## config.mk

```make
export PLATFORM = sky130hd
export DESIGN_NAME = mem_byte_access_unit
export DESIGN_NICKNAME = d
export VERILOG_FILES = /design/src/rtl/mem_byte_access_unit_pkg.sv /design/src/rtl/mem_lane_select.sv /design/src/rtl/mem_byte_access_unit.sv
export SDC_FILE = /design/constraint.sdc
export NUM_CORES = 1
export LEC_CHECK = 0
export BUFFER_PORTS_ARGS = -buffer_cell sky130_fd_sc_hd__buf_2
export CORE_MARGIN = 5
export CORE_UTILIZATION = 58
export DETAILED_ROUTE_END_ITERATION = 12
export PLACE_DENSITY = 0.86
export REMOVE_ABC_BUFFERS = 1
export SLEW_MARGIN = 20
export SYNTH_ARGS = -nofsm -noshare
export SYNTH_HDL_FRONTEND = slang
export SYNTH_SLANG_ARGS = --single-unit
```

## constraint.sdc

```tcl
create_clock -name clk -period 7.1 [get_ports clk]
set_clock_uncertainty 0.1 [all_clocks]
set_input_delay 0.71 -clock clk [delete_from_list [all_inputs] [get_ports clk]]
set_output_delay 0.71 -clock clk [all_outputs]
set_load 0.005 [all_outputs]
```

## src/rtl/mem_byte_access_unit_pkg.sv

```systemverilog
// Shared definitions for the MEM-stage byte access unit: FSM states and lane masks.
// Latency: n/a (declarations only).
// Backpressure: n/a.
package mem_byte_access_unit_pkg;

  localparam int LANES = 4;

  // Byte-lane masks as emitted by the control unit.
  localparam logic [3:0] MASK_WORD = 4'b1111;
  localparam logic [3:0] MASK_BYTE = 4'b0001;
  localparam logic [3:0] MASK_NONE = 4'b0000;

  typedef enum logic [1:0] {
    IDLE   = 2'd0,
    ACCESS = 2'd1,
    DONE   = 2'd2
  } state_t;

endpackage

```

## src/rtl/mem_lane_select.sv

```systemverilog
// Finds the lowest set mask bit at or after the current lane (inclusive) or strictly after it.
// Latency: purely combinational.
// Backpressure: none; the caller decides when the result is used.
module mem_lane_select
  import mem_byte_access_unit_pkg::*;
(
  input  logic [3:0] mask,
  input  logic [1:0] cur_lane,
  input  logic       incl_cur,
  output logic [1:0] next_lane,
  output logic       none_left
);

  // Descending scan so the lowest qualifying lane is the one left standing.
  always_comb begin
    next_lane = 2'd0;
    none_left = 1'b1;
    for (int i = LANES - 1; i >= 0; i--) begin
      if (mask[i] && ((i > int'(cur_lane)) || (incl_cur && (i == int'(cur_lane))))) begin
        next_lane = i[1:0];
        none_left = 1'b0;
      end
    end
  end

endmodule

```

## src/rtl/mem_byte_access_unit.sv

```systemverilog
// Serializes word/byte loads and stores into single-byte req/ready transactions on the data RAM.
// Latency: N selected lanes take N+1 stall cycles with mem_ready high, plus one per wait cycle.
// Backpressure: mem_ready low holds the current byte (address/data stable) indefinitely; stall stays high.
module mem_byte_access_unit
  import mem_byte_access_unit_pkg::*;
#(
  parameter int MEM_ADDR_W = 10,
  parameter int DATA_W     = 32
)
(
  input  logic                  clk,
  input  logic                  reset,
  input  logic [3:0]            MemRead,
  input  logic [3:0]            MemWrite,
  input  logic [31:0]           addr,
  input  logic [DATA_W-1:0]     wdata,
  output logic [DATA_W-1:0]     rdata,
  output logic                  stall,
  output logic                  mem_req,
  output logic                  mem_we,
  output logic [MEM_ADDR_W-1:0] mem_addr,
  output logic [7:0]            mem_wdata,
  input  logic [7:0]            mem_rdata,
  input  logic                  mem_ready
);

  state_t                state_q;
  state_t                state_d;
  logic                  we_q;
  logic [3:0]            mask_q;
  logic [MEM_ADDR_W-1:0] addr_q;
  logic [DATA_W-1:0]     wdata_q;
  logic [DATA_W-1:0]     asm_q;
  logic [DATA_W-1:0]     asm_d;
  logic [DATA_W-1:0]     rdata_q;
  logic [1:0]            lane_q;

  logic                  req;
  logic                  sel_we;
  logic [3:0]            sel_mask;
  logic [3:0]            ls_mask;
  logic [1:0]            ls_cur;
  logic                  ls_incl;
  logic [1:0]            ls_next;
  logic                  ls_none;
  logic                  hs;
  logic                  unused_addr_hi;

  // Writes win when both masks are set; the read mask is then ignored entirely.
  assign req      = (MemWrite != MASK_NONE) || (MemRead != MASK_NONE);
  assign sel_we   = (MemWrite != MASK_NONE);
  assign sel_mask = sel_we ? MemWrite : MemRead;
  assign hs       = (state_q == ACCESS) && mem_ready;

  // One finder serves both paths: first lane from the incoming mask in IDLE, advance from the latched mask in ACCESS.
  assign ls_mask  = (state_q == IDLE) ? sel_mask : mask_q;
  assign ls_cur   = (state_q == IDLE) ? 2'd0 : lane_q;
  assign ls_incl  = (state_q == IDLE);

  mem_lane_select u_lane_select (
    .mask      (ls_mask),
    .cur_lane  (ls_cur),
    .incl_cur  (ls_incl),
    .next_lane (ls_next),
    .none_left (ls_none)
  );

  // Memory port is only driven during ACCESS; everything is quiet otherwise.
  assign mem_we    = (state_q == ACCESS) && we_q;
  assign mem_addr  = (state_q == ACCESS) ? (addr_q + MEM_ADDR_W'(lane_q)) : '0;
  assign mem_wdata = (state_q == ACCESS) ? wdata_q[{lane_q, 3'b000} +: 8] : 8'h00;
  assign rdata     = rdata_q;

  // Upper effective-address bits are outside the data RAM window.
  assign unused_addr_hi = &{1'b0, addr[31:MEM_ADDR_W]};

  // State register.
  always_ff @(posedge clk) begin
    if (reset) state_q <= IDLE;
    else       state_q <= state_d;
  end

  // Next-state and handshake outputs; stall is combinational in IDLE so the pipeline freezes on detect.
  always_comb begin
    state_d = state_q;
    stall   = 1'b0;
    mem_req = 1'b0;
    case (state_q)
      IDLE: begin
        stall = req;
        if (req) state_d = ACCESS;
      end
      ACCESS: begin
        stall   = 1'b1;
        mem_req = 1'b1;
        if (hs && ls_none) state_d = DONE;
      end
      DONE: begin
        state_d = IDLE;
      end
      default: state_d = IDLE;
    endcase
  end

  // Merge the returning byte into its lane of the assembly word.
  always_comb begin
    asm_d = asm_q;
    if (hs && !we_q) asm_d[{lane_q, 3'b000} +: 8] = mem_rdata;
  end

  // Latch the instruction on detect, step lanes on each completed byte, publish load data entering DONE.
  always_ff @(posedge clk) begin
    if (reset) begin
      we_q    <= 1'b0;
      mask_q  <= '0;
      addr_q  <= '0;
      wdata_q <= '0;
      lane_q  <= '0;
      asm_q   <= '0;
      rdata_q <= '0;
    end else begin
      case (state_q)
        IDLE: begin
          if (req) begin
            we_q    <= sel_we;
            mask_q  <= sel_mask;
            addr_q  <= addr[MEM_ADDR_W-1:0];
            wdata_q <= wdata;
            lane_q  <= ls_next;
            asm_q   <= '0;
          end
        end
        ACCESS: begin
          if (hs) begin
            asm_q <= asm_d;
            if (!ls_none)  lane_q  <= ls_next;
            else if (!we_q) rdata_q <= asm_d;
          end
        end
        default: ;
      endcase
    end
  end

endmodule

```

Word level (Yosys, flattened, before mapping). Cells that the tools add are included.

Flip-flop bits (word level): 115. Bits of input ports: 83. Word-level logic and storage cells: 79.

Add/subtract/negate cells: 2. Order comparisons: 3. Eq/ne operators: 8. Shifts and indexed selects: 3. Muxes and demuxes: 27. Bitwise gates (word level): 1. Reduce and logical (&&, ||, !) cells: 27.

Operators by type and width (number): two-way mux 32 bit (3); case mux 32 bit (2 select lines) (1); bitwise mux 32 bit (1); variable shift 8 x 7 -> 32 bit, first input constant (1); indexed part select 32 x 6 -> 8 bit (1); indexed part select 8 x 7 -> 32 bit (1); two-way mux 2 bit (10); logical AND 1 bit (12); adder 10 x 2 -> 10 bit (1); two-way mux 10 bit (1); two-way mux 4 bit (2); two-way mux 8 bit (1); case mux 2 bit (2 select lines) (2); AND reduction 4 bit (2); nonzero test 4 bit (2); negation 5 -> 7 bit (1); != test 2 bit, second input constant (3); two-way mux 1 bit (5); == test 2 bit, first input constant (2); > comparator 2 bit, first input constant (2); zero test 2 bit (2); logical OR 1 bit (4); AND reduction 2 bit (2); AND reduction 3 bit (1); 8 further kinds (8).

Depth between registers and ports, before layout.
Word-level depth: 13. Depth in mapped cells: 8. Gate-level depth less buffers: 7.

Hierarchy. Synthesis repeated with hierarchy kept, for this count alone.

Cell total of the unflattened synthesis: 588. Area total of the unflattened synthesis: 5077.4 µm².

By module, submodules not included: mem_byte_access_unit (instances 1, cells an instance 572, area an instance 4977.3 µm², sequential area each 2302.2 µm²); mem_lane_select (instances 1, cells an instance 16, area an instance 100.1 µm², sequential area each 0.0 µm²).

Worst setup path after synthesis. Ideal clock, no wire load.

Path type: flip-flop to output port. Start: register lane_q[1]. End: output mem_addr[6]. Data arrival time: 1595 ps. Required time: 6290 ps. Setup slack: 4695 ps. Stages on the path, launching flop included: 7. Buffers on the path: 0. Cells stage by stage: dfxtp_1 inv_1 fa_1 nor2b_1 nand4_1 xor2_1 nor2_1.

Word-level cells in the longest chain between the ends: 2.

Ends and longest elaborated chain: from (decl) (RTL line mem_byte_access_unit.sv:36) `logic [1:0] lane_q;`; from (signal assigned) (RTL line mem_byte_access_unit.sv:129) `lane_q <= ls_next;`; from (signal assigned) (RTL line mem_byte_access_unit.sv:136) `if (!ls_none) lane_q <= ls_next;`; adder 10 x 2 -> 10 bit (RTL line mem_byte_access_unit.sv:70) `assign mem_addr = (state_q == ACCESS) ? (addr_q + MEM_ADDR_W'(lane_q)) : '0;`; two-way mux 10 bit (RTL line mem_byte_access_unit.sv:70); to (decl) (RTL line mem_byte_access_unit.sv:21) `output logic [MEM_ADDR_W-1:0] mem_addr,`.

No other way between the ends.

Worst setup path after layout. Ends and elaborated chain as after synthesis.

==> flow_summary.ini <==
[outcome]
status = finished, final reports clean

[hold_path]
hold_class = in -> reg

[cells_and_area]
post-route-util_pct = 72.4
diodes = 0
fin_nets = 847
final_cell_mix = dfxtp_1 (114), a21oi_1 (113), buf_2 (112), nand2_1 (91), nor2_1 (45)
area_growth_pct = 20.6
layout_commonest_cell = dfxtp_1
drive_above_1_share_pct = 21.8

[yosys]
synthArstFlopShare_pct = 0
ys_seq_area_share_pct = 41.0
syn_area_um2 = 5570
avgSynthCellArea_um2 = 8.21
synth-edff-count = 0
synth-seq-cells = 114
synth_flop_cell = dfxtp_1
syn_inst = 679
synth_warnings = 0
ys_types = 51

[route]
wl_met1_um = 6090
drc = 0
ant_nets = 0
finalWirelength_um = 14400
top_layer_used = met4
drtIter0Drc = 366
met2WireLength_um = 6970
vias = 5308
met3WireLength_um = 1120
wire_per_inst_um = 16.0
viasPerCell = 5.91
first_pass_iters = 5

[cts]
cts_tree = built
htreeDepth = 4
clock_latency_ns = 0.50
cts.clk_slew.worst_paths_ns = 0.06
post_cts_resized = 0
cts_root_buf = clkbuf_8
cts_sinks = 114
cts_setup_buffers = 0
holdBufCountCts = 0
numCtsBuffers = 17
clk_path_buf_depth = 2

[global_routing]
antenna_found_initial = 0
grt_pass1_wl_um = 23900
grt-ovfl-total = 0
grt_pass1_vias = 5186
grt_max_degree = 114
grt_usage_pct = 25.1

[timing]
finalSetupViolations = 0
max_slew_margin_pct = 31.6
period_minus_slack_ns = 3.85
tightestPinTransition_ns = 1.03
rsz0062_at_grt = false
worst_slack_ns = 3.25
min_period_over_period_pct = 54.2
final_max_slew_viol_count = 0
hold_violations = 0
whs_ns = 0.338
fmax_mhz = 260
fin_setup_tns_ns = 0

[critical_path]
cp.required_ns = 6.29
arrival_ns = 3.04
slowest_delay_ns = 0.83
end_kind = output port
path_cells = inv_1 > fa_1 > nor2b_1 > nand4_1 > xor2_1 > nor2_1 > buf_2
crit_fanout = 18
start_kind = flip-flop
cp_slowest_cell = dfxtp_1
crit_type = reg -> out

[place]
pre_cts_ws_ns = 3.48
hpwl_um = 9040
io_buffers = 113
routabilityCongestion = 0.825

[power]
p_per_area_nw_per_um2 = 279
p_leak_nw = 2.61
p_total_mw = 1.88
peakVddDrop_mv = 0.189

[die]
coreArea_um2 = 9280
rows = 35
die_y_um = 108
io_pins = 136
die_w_um = 108
fp.dieArea_um2 = 11700
initial_core_util_pct = 60.0

[flow_run]
maxCapViolations = 0
[power by group]
group          leakage (nW)  switching, mW  internal, mW
Combinational          1.38          0.173        0.0996
Clock                 0.298          0.312         0.584
Sequential            0.931         0.0276         0.680
[cell usage after synthesis, types with 2 or more instances]
cell	instances	area, um2
a21o_1	3	22.5
nand2b_1	2	12.5
mux4_2	8	180
a211oi_1	32	240
nand3b_1	2	15.0
dfxtp_1	114	2280
o31ai_1	2	15.0
a31oi_1	3	18.8
inv_1	9	33.8
o21ai_0	35	175
nor3_1	3	15.0
clkbuf_1	36	135
o21ai_1	4	20.0
ha_1	7	87.6
nor2_1	45	169
nor3b_1	4	30.0
a2bb2oi_1	2	17.5
nand3_1	33	165
and4_1	33	289
a21boi_0	31	233
a21oi_1	113	566
and2_1	12	75.1
nand2_1	91	342
nor2b_1	3	18.8
xor2_1	5	43.8
buf_2	22	110
[through the flow]
stage	cells	instance area, um2
after floorplan	619	5310
after detailed placement	865	6070
after CTS	897	6700
after global routing	898	6720
final	898	6720
after global placement	865	6070
[logic make-up after synthesis]
logic type	share of synthesized area [%]
and+or+nand+nor	22.5
DFF	41.0
adders and majority gates	1.93
buffers and inverters	5.34
xor gates and xnor gates	0.943
muxes	3.23
AOI/OAI and AO/OA	25.1
[worst paths after layout]
check	start	endpoint	slack [ns]	cells past startpoint
max reg2reg	lane_q[1]	rdata[22]	3.83	4
min	wdata[30]	wdata_q[30]	0.34	3
min reg2reg	wdata_q[24]	wdata_q[24]	0.35	2
max	lane_q[1]	mem_addr[6]	3.25	7
[worst max-delay path: cells and delay by family (launching register included)]
kind | cells | cell delay [ns]
AND/OR/NAND/NOR | 3 | 0.54
flip-flops | 1 | 0.83
adder cells (fa/ha/maj) | 1 | 0.50
XOR/XNOR | 1 | 0.16
buffers and inverters | 2 | 0.50
[sequential cells by signal (all words and copies together) (netlist names)]
| name | count |
|---|---|
| asm_q | 32 |
| rdata | 32 |
| wdata_q | 32 |
| addr_q | 10 |
| mask_q | 3 |
| lane_q | 2 |
| state_q | 2 |
| we_q | 1 |
[per-layer routing]
metal | GRT usage (%) | vias to the layer above
met1 | 32.5 | 2469
met2 | 41.3 | 217
li1 | - | 2599
met3 | 5.73 | 23
met4 | 8.48 | 0
met5 | 0 | -
[cell type report]
cell class | count | area [um2]
clock buffer | 18 | 428
clock inverter | 14 | 204
fill | 733 | 2560
inverter | 9 | 33.8
multi-input combinational | 496 | 2990
sequential | 114 | 2280
tap | 129 | 161
timing repair buffer | 118 | 617
(Power assumes the default switching activity.)
